`config.mk`:
```
export PLATFORM = sky130hd
export DESIGN_NAME = io_sp_sreg_wr
export DESIGN_NICKNAME = d
export VERILOG_FILES = /design/src/rtl/io_sp_sreg_wr.sv
export SDC_FILE = /design/constraint.sdc
export NUM_CORES = 1
export LEC_CHECK = 0
export ABC_AREA = 0
export CORE_MARGIN = 1.5
export CORE_UTILIZATION = 44
export CTS_CLUSTER_DIAMETER = 60
export DETAILED_ROUTE_END_ITERATION = 7
export MAX_ROUTING_LAYER = met4
export PLACE_DENSITY = 0.82
export RECOVER_POWER = 50
export SKIP_CTS_REPAIR_TIMING = 1
export SLEW_MARGIN = 20
export SYNTH_ARGS = -nofsm -noshare
export SYNTH_HDL_FRONTEND = slang
export SYNTH_SLANG_ARGS = --single-unit
```
`constraint.sdc`:
```
create_clock -name cp2 -period 2.5 [get_ports cp2]
set_clock_uncertainty 0.05 [all_clocks]
set_input_delay 0.375 -clock cp2 [delete_from_list [all_inputs] [get_ports cp2]]
set_output_delay 0.375 -clock cp2 [all_outputs]
set_load 0.005 [all_outputs]
```
`src/rtl/io_sp_sreg_wr.sv`:
```
// rtl/io_sp_sreg_wr.sv - Stack pointer / SREG write-side owner with CALL/RET stack sequencer
// Multi-byte return-address moves are walked by a small FSM; single push/pop are one-cycle.
module io_sp_sreg_wr #(
  parameter int pc22b = 0,
  parameter int SP_WIDTH = 12,
  parameter logic [SP_WIDTH-1:0] SP_RST = SP_WIDTH'(12'h8FF)
) (
  input  logic        cp2,
  input  logic        rst,
  input  logic [5:0]  adr,
  input  logic        iowe,
  input  logic [7:0]  dbusout,
  input  logic        sp_push,
  input  logic        sp_pop,
  input  logic        sp_call,
  input  logic        sp_ret,
  input  logic [7:0]  sreg_we,
  input  logic [7:0]  sreg_alu_in,
  output logic [15:0] stack_adr,
  output logic        stk_wr,
  output logic        stk_rd,
  output logic [1:0]  stk_byte_sel,
  output logic        busy,
  output logic [7:0]  spl_out,
  output logic [7:0]  sph_out,
  output logic [7:0]  sreg_out,
  output logic        sp_ovf
);

  localparam logic [1:0] LAST_SEL = (pc22b != 0) ? 2'd2 : 2'd1;
  localparam logic [SP_WIDTH-1:0] SP_ONES = '1;

  typedef enum logic [1:0] {IDLE, CALL, RET} state_t;

  state_t              state, state_nxt;
  logic [1:0]          cnt, cnt_nxt;
  logic [SP_WIDTH-1:0] sp, sp_inc, sp_dec, sp_lo_wr, sp_hi_wr;
  logic [15:0]         sp16, sp_inc16;
  logic [7:0]          sreg;
  logic                ovf, dec, inc;
  logic                wr_spl, wr_sph, wr_sreg;

  assign sp_inc  = sp + SP_WIDTH'(1);
  assign sp_dec  = sp - SP_WIDTH'(1);
  assign wr_spl  = iowe && (adr == 6'h3D);
  assign wr_sph  = iowe && (adr == 6'h3E);
  assign wr_sreg = iowe && (adr == 6'h3F);

  // Zero-extended views and byte-merged write values for any SP_WIDTH in 8..16
  always_comb begin
    sp16 = '0;
    sp16[SP_WIDTH-1:0] = sp;
    sp_inc16 = '0;
    sp_inc16[SP_WIDTH-1:0] = sp_inc;
    sp_lo_wr = sp;
    sp_lo_wr[7:0] = dbusout;
    sp_hi_wr = sp;
    for (int i = 8; i < SP_WIDTH; i++) sp_hi_wr[i] = dbusout[i-8];
  end

  always_ff @(posedge cp2 or posedge rst) begin
    if (rst) begin
      state <= IDLE;
      cnt   <= 2'd0;
    end else begin
      state <= state_nxt;
      cnt   <= cnt_nxt;
    end
  end

  always_comb begin
    state_nxt    = state;
    cnt_nxt      = cnt;
    dec          = 1'b0;
    inc          = 1'b0;
    stk_wr       = 1'b0;
    stk_rd       = 1'b0;
    stk_byte_sel = 2'd0;
    case (state)
      IDLE: begin
        if (sp_call) begin
          dec       = 1'b1;
          stk_wr    = 1'b1;
          state_nxt = CALL;
          cnt_nxt   = 2'd1;
        end else if (sp_ret) begin
          inc          = 1'b1;
          stk_rd       = 1'b1;
          stk_byte_sel = LAST_SEL;
          state_nxt    = RET;
          cnt_nxt      = LAST_SEL - 2'd1;
        end else if (sp_push) begin
          dec    = 1'b1;
          stk_wr = 1'b1;
        end else if (sp_pop) begin
          inc    = 1'b1;
          stk_rd = 1'b1;
        end
      end
      CALL: begin
        dec          = 1'b1;
        stk_wr       = 1'b1;
        stk_byte_sel = cnt;
        if (cnt == LAST_SEL) state_nxt = IDLE;
        else cnt_nxt = cnt + 2'd1;
      end
      RET: begin
        inc          = 1'b1;
        stk_rd       = 1'b1;
        stk_byte_sel = cnt;
        if (cnt == 2'd0) state_nxt = IDLE;
        else cnt_nxt = cnt - 2'd1;
      end
      default: state_nxt = IDLE;
    endcase
    stack_adr = dec ? sp16 : (inc ? sp_inc16 : 16'h0000);
  end

  // I/O writes to SPL/SPH take precedence; the stack adjust for that cycle is dropped
  always_ff @(posedge cp2 or posedge rst) begin
    if (rst) begin
      sp  <= SP_RST;
      ovf <= 1'b0;
    end else if (wr_spl) begin
      sp <= sp_lo_wr;
    end else if (wr_sph) begin
      sp  <= sp_hi_wr;
      ovf <= 1'b0;
    end else if (dec) begin
      sp <= sp_dec;
      if (sp == '0) ovf <= 1'b1;
    end else if (inc) begin
      sp <= sp_inc;
      if (sp == SP_ONES) ovf <= 1'b1;
    end
  end

  always_ff @(posedge cp2 or posedge rst) begin
    if (rst) sreg <= 8'h00;
    else if (wr_sreg) sreg <= dbusout;
    else sreg <= (sreg & ~sreg_we) | (sreg_alu_in & sreg_we);
  end

  assign busy     = (state != IDLE);
  assign spl_out  = sp16[7:0];
  assign sph_out  = sp16[15:8];
  assign sreg_out = sreg;
  assign sp_ovf   = ovf;

endmodule

```
==> results of run 1 <==
cell families after synthesis:
logic type      share of synthesized area (%)
compound gates                           22.5
xor+xnor                                 4.16
fa+ha+maj                                5.34
buf+inv                                  8.97
flops                                    30.2
mux                                      3.80
other cells                             0.178
simple gates                             24.8
synth_stat cells (2+ instances only):
cell / count
and3_1: 6
o22a_1: 2
or4_1: 2
and2_1: 2
a32oi_1: 2
nor3b_1: 2
a31oi_1: 5
ha_1: 9
a22oi_1: 2
nand2_1: 28
xor2_1: 5
buf_6: 2
nor4_2: 2
buf_4: 8
inv_2: 3
nand3_1: 12
dfstp_2: 9
o21ai_1: 5
o31ai_1: 2
o21ai_0: 24
nor2_1: 29
xnor2_1: 5
mux2i_1: 8
nand2b_1: 4
clkbuf_1: 8
nand4b_1: 2
inv_1: 12
dfrtp_1: 16
buf_2: 4
nand4_1: 2
a21oi_1: 27
nor3_1: 4
o21a_1: 2
nor4_1: 2
how the worst min path moves through the flow:
stage | startpoint | to | slack, ns | cells past startpoint
3_5_place_dp | sp_ovf | sp_ovf | 0.43 | 1
6_report | sp_ovf | sp_ovf | 0.46 | 1
5_1_grt | sp_ovf | sp_ovf | 0.47 | 1
2_1_floorplan | rst | async pin | 0.35 | 1
4_1_cts | rst | async pin | 0.42 | 3
3_3_place_gp | sp_ovf | sp_ovf | 0.43 | 1
cell type report:
type / instances / area share, %
clock buffer: 4 / 1.39
timing repair buffer: 115 / 33.2
sequential: 25 / 19.7
tap: 52 / 2.01
inverter: 15 / 1.74
multi-input combinational: 218 / 42.0
stage by stage:
stage | power [mW] | setup TNS [ns] | hold WS (ns) | area, um^2 | setup slack, ns
2_1_floorplan | 1.87 | 0 | 0.346 | 2130 | 0.300
3_3_place_gp | 2.91 | -2.61 | 0.428 | 3100 | -0.283
3_5_place_dp | 2.95 | -2.84 | 0.434 | 3100 | -0.313
4_1_cts | 3.20 | -3.57 | 0.422 | 3140 | -0.377
5_1_grt | 3.55 | -0.0588 | 0.473 | 3230 | -0.0387
6_report | 3.29 | 0 | 0.458 | 3230 | 0.0346
power breakdown:
| group | switching, mW | internal (mW) |
|---|---|---|
| combinational | 1.04 | 1.22 |
| sequential | 0.212 | 0.592 |
| clock | 0.124 | 0.114 |
| total | 1.37 | 1.92 |
metal layers:
layer	GRT usage, %	part of all wire [%]	vias up	wire [um]
met4	7.55	0.75	0	48
met3	3.61	5.4	7	344
met1	30.5	40	1152	2580
li1	-	-	1157	-
met5	-	0	-	0
met2	44.0	53	97	3420
==> impl_results.md, run 1 <==
- Crit-path slowest cell: clkdlybuf4s50_1
- CP peak stage delay: 0.49 ns
- H-tree levels: 1
- CTS tree: built
- Area of the multi-input gates: 0.00136 mm^2
- Routed Antenna Nets: 0
- Seq. cell area: 637 um^2
- Layout Utilization: 72.2%
- Share of cells above drive strength 1: 20.2%
- Top_reg_cell synth: dfrtp_1
- Status: finished clean
- R2r endpoint: sp[11]
- Initial Util: 47.1%
- Final setup viols: 0
- Yosys Warn Count: 0
- NumNets Final: 424
- Buf/Inv on CP: 5
- DR WL/cell: 14.9 um
- Maxcap violations: 0
- Area leader, netlist: dfrtp_1
- Vias in the first global route: 2338
- Detailed Routing Iterations Pass 1: 5
- Largest net degree at the start of global routing: 26
- Ordered list of cells on the worst path: inv_2 > ha_2 > nor2_2 > a21o_1 > inv_2 > buf_4 > buf_4 > clkdlybuf4s50_1
- RD Place Congestion: 0.946
- Vias: 2413
- First-pass GRT wire length: 10.3 mm
- Clock-pin slew on the worst setup and hold paths: 0.08 ns
- Final Hold Viols: 0
- Required time worst endpoint: 2.08 ns
- Routed wire length: 6.39 mm
- Residual DRC: 0
- GRT Total Usage: 25.3%
- CP delay by family, top: buffers and inverters
- Area Growth Syn to Fin: 53.3%
- Gr ovfl total: 0
- # fillers: 373
- Die ar.: 0.00521 mm^2
- Avg Vias per Cell: 5.62
- Worst slew pin tran: 1.33 ns
- Crit path arrival time: 2.04 ns
- Setup crit end kind: output pin
- Clock Sinks: 25
- Synth area leaders: dfrtp_1 19%, dfstp_2 11%, a21oi_1 6.4%, o21ai_0 5.7%, ha_1 5.3%
- Post-synth EDFFs: 0
- Nature of the critical path startpoint: flop
- DR iter-0 viols: 115
- Non-Filler Instances: 429
- Post-synthesis sequential area ratio: 30.2%
- Cell count after placement: 423
- Core Region: 0.00447 mm^2
- Die Wd: 72.2 um
- RSZ-0062 raised after global routing: true
- N_diodes: 0
- Initial antenna violation count: 0
- Max clock buf depth: 2
- Worst Path Max Fanout: 4
- Root buffer selected by CTS: clkbuf_8
- Die Ht: 72.2 um
- Highest Clock Rate: 406 MHz
- Synth top area share: 19.0%
- Worst VDD drop: 0.000683 V
- Synth Cell Area: 0.00211 mm^2
- Crit. Startpoint: state[1]
- Pins Over Slew Limit: 0
- Power density over the cells: 1020 mW/mm^2
- Post-layout min period: 2.47 ns
- Syn_area_per_cell: 7.72 um^2
- R2r startpoint: state[1]
- Number of I/O pins: 83
- Commonest non-fill, non-tap cell in the layout: clkdlybuf4s50_1
- Input/output buffers: 74
- Max-Slew Margin vs Limit: 11.6%
- Async set-reset flop share out of synthesis: 100%
- Post-Synthesis Cells: 273
- Num CTS Buffers: 3
- Row Count: 24
- R2r setup slk: 0.22 ns
- Critical path class: flop to output pin
- Worst r2r path cells: 10
- Count of different cell masters after synthesis: 50
- Fin crit share: 98.6%
- CP Depth: 8
- Clk Latency, worst-skew pair: 0.27 ns
- Most frequent cells in the layout: 56 x clkdlybuf4s50_1, 39 x buf_4, 27 x nand2_1, 27 x a21oi_1, 26 x nor2_1
- HPWL after DPL: 5.00 mm
- Worst min-delay path class: flop to flop
- Number of synthesized register bits: 25
- Critical path capture point: stk_wr
- Leak: 1.49 nW
Note: power is estimated with default switching activity, not from simulation.
==> run 2: changes to the inputs <==
--- a/config.mk
+++ b/config.mk
@@ -10,11 +10,12 @@
 export CORE_UTILIZATION = 44
 export CTS_CLUSTER_DIAMETER = 60
 export DETAILED_ROUTE_END_ITERATION = 7
+export GPL_ROUTABILITY_DRIVEN = 0
 export MAX_ROUTING_LAYER = met4
 export PLACE_DENSITY = 0.82
 export RECOVER_POWER = 50
 export SKIP_CTS_REPAIR_TIMING = 1
-export SLEW_MARGIN = 20
+export SLEW_MARGIN = 40
 export SYNTH_ARGS = -nofsm -noshare
 export SYNTH_HDL_FRONTEND = slang
 export SYNTH_SLANG_ARGS = --single-unit
==> run 2 against run 1 <==
  * Via count is 2.3% higher
  * Maximum frequency rose by 0.66%
  * Global-route usage rose by 0.35 points
  * Critical path depth unchanged
  * Non-clock buffer count grew 3
  * Clock power is essentially flat
  * Total power up 4.0%
  * Cell count up 0.70%
  * Combinational power grew 7%
  * Sequential share of layout area shrank 0.44 points
  * Core utilization increased by 1.6 points
  * Critical endpoint is now stack_adr[8]
  * Largest cell class unchanged
  * Largest power group unchanged
==> impl_results.md, run 2 (synthesized netlist as in run 1, its figures left out) <==
- Status: finished clean
- Net switching power: 1.42 mW (+3.3%)
- Power density over the cells: 1040 mW/mm^2 (+1.6%)
- Final Hold Viols: 0 (unchanged)
- Number of I/O pins: 83 (unchanged)
- Pins Over Slew Limit: 0 (unchanged)
- Ordered list of cells on the worst path: clkdlybuf4s50_1 > nand2b_4 > a22o_4 > inv_2 > nand2_1 > or3_1 > o21ai_0 > buf_2
- Max-Slew Margin vs Limit: 12.5% (+0.92 points)
- CTS tree: built
- Highest Clock Rate: 408 MHz (+0.66%)
- Flop pwr share: 22.7% (-1.7 points)
- Die Wd: 72.2 um (unchanged)
- NumNets Final: 427 (+0.71%)
- Gate power share: 70.3% (+1.9 points)
- R2r setup slk: 0.23 ns (about the same)
- Clk Latency, worst-skew pair: 0.27 ns (about the same)
- Wire length on met3: 427 um (+24%)
- HPWL after DPL: 4.97 mm (-0.61%)
- Internal power: 2.01 mW (+4.5%)
- Top Metal Used: met4
- WL met2: 3.48 mm (+1.8%)
- Die ar.: 0.00521 mm^2 (unchanged)
- Num CTS Buffers: 3 (unchanged)
- CP delay by family, top: buffers and inverters
- Vias in the first global route: 2365 (+1.2%)
- Routed Antenna Nets: 0 (unchanged)
- Detailed Routing Iterations Pass 1: 5 (unchanged)
- Area of the multi-input gates: 0.00139 mm^2 (+2.2%)
- Nature of the critical path startpoint: input pin
- Leak: 1.54 nW (+3.7%)
- Avg Vias per Cell: 5.71 (+1.6%)
- Die Ht: 72.2 um (unchanged)
- Switching part of the total: 41.4% (-0.27 points)
- Fin crit share: 98.0% (-0.65 points)
- Post-layout min period: 2.45 ns (-0.0162 ns)
- Commonest non-fill, non-tap cell in the layout: clkdlybuf4s50_1
- Share of cells above drive strength 1: 20.8% (+0.63 points)
- Worst slew pin tran: 1.31 ns (-0.0138 ns)
- Placed Area: 0.00311 mm^2 (+0.24%)
- Maxcap violations: 0 (unchanged)
- Seq. cell area: 637 um^2 (unchanged)
- Worst Path Max Fanout: 4 (unchanged)
- Vias: 2468 (+2.3%)
- Max clock buf depth: 2 (unchanged)
- Core Region: 0.00447 mm^2 (unchanged)
- Routed wire length: 6.59 mm (+3.0%)
- Input/output buffers: 74 (unchanged)
- Layout Utilization: 73.9% (+1.6 points)
- H-tree levels: 1 (unchanged)
- Largest net degree at the start of global routing: 26 (unchanged)
- GRT Total Usage: 25.7% (+0.35 points)
- Crit path arrival time: 2.02 ns (-0.02 ns)
- First-pass GRT wire length: 10.5 mm (+2.3%)
- Required time worst endpoint: 2.08 ns (about the same)
- CP peak stage delay: 0.49 ns (about the same)
- Buf/Inv on CP: 3 (-2)
- DR iter-0 viols: 170 (+48%)
- N_diodes: 0 (unchanged)
- Worst VDD drop: 0.000592 V (-13%)
- Pwr Total: 3.42 mW (+4.0%)
- Worst min-delay path class: flop to flop
- Clock Sinks: 25 (unchanged)
- Residual DRC: 0 (unchanged)
- Final setup viols: 0 (unchanged)
- Clock share of power: 6.9% (-0.3 points)
- Root buffer selected by CTS: clkbuf_8
- Critical path class: input pin to output pin
- Setup crit end kind: output pin
- Initial antenna violation count: 0 (unchanged)
- Crit-path slowest cell: clkdlybuf4s50_1
- Initial Util: 47.1% (unchanged)
- Met1 WL: 2.53 mm (-1.8%)
- Area Growth Syn to Fin: 56.8%
- Gr ovfl total: 0 (unchanged)
- RSZ-0062 raised after global routing: true
- # fillers: 349 (-6.4%)
- Design area: 0.00330 mm^2 (+2.3%)
- Most frequent cells in the layout: 57 x clkdlybuf4s50_1, 40 x buf_4, 28 x nand2_1
- Clock-pin slew on the worst setup and hold paths: 0.08 ns (about the same)
- DR WL/cell: 15.2 um (+2.3%)
- Row Count: 24 (unchanged)
## run 2: cell count changes in the layout (fill, tap and decap cells not counted), sizes merged
cell	delta
clkbuf	-1
clkdlybuf4s50	+1
buf	+4
dlygate4sd3	-3
dlymetal6s2s	+2
## run 2: power groups by stage
| stage | clock [mW] | combinational (mW) | sequential (mW) |
|---|---|---|---|
| finish | 0.237 | 2.41 | 0.778 |
| global route | 0.262 | 2.61 | 0.798 |
| CTS | 0.240 | 2.21 | 0.770 |
| detailed placement | 0 | 2.19 | 0.777 |
| global placement | 0 | 2.14 | 0.767 |
| floorplan | 0 | 1.15 | 0.720 |
## run 2: path summary, 6_finish.rpt
check                      cells past startpoint      endpoint  startpoint
max                                            8  stack_adr[8]     sp_call
min                                            1        sp_ovf      sp_ovf
max reg2reg                                   10        sp[11]    state[1]
min reg2reg                                    1        sp_ovf      sp_ovf
min in group asynchronous                      3        cnt[1]         rst
max in group asynchronous                      3        sp_ovf         rst
## run 2: area by class of cell
type                    instances  share of cell area [%]
repair buffers                118                    33.7
multi-input cells             218                    42.0
flip-flops and latches         25                    19.3
well taps                      52                    1.97
inverters                      15                    1.70
clock buffers                   4                    1.36
## run 2: through the flow
step	hold slack, ns	instances	setup TNS, ns	setup WS (ns)
3_5_place_dp	0.433	424	-2.79	-0.326
6_report	0.454	432	0	0.0508
3_3_place_gp	0.430	424	-2.48	-0.294
4_1_cts	0.413	428	-3.59	-0.395
5_1_grt	0.462	432	-0.0796	-0.0621
2_1_floorplan	0.346	280	0	0.300
## run 2: layer usage
metal	up-vias	GRT usage (%)
met1	1166	30.6
met3	20	4.44
met2	116	45.3
li1	1166	-
met5	-	-
met4	0	6.08
==> run 3: changes to the inputs <==
--- a/config.mk
+++ b/config.mk
@@ -8,7 +8,7 @@
 export ABC_AREA = 0
 export CORE_MARGIN = 1.5
 export CORE_UTILIZATION = 44
-export CTS_CLUSTER_DIAMETER = 60
+export CTS_CLUSTER_DIAMETER = 80
 export DETAILED_ROUTE_END_ITERATION = 7
 export GPL_ROUTABILITY_DRIVEN = 0
 export MAX_ROUTING_LAYER = met4
==> results of run 3 <==
No change in the layout: final DEF, timing and power equal those of run 2.
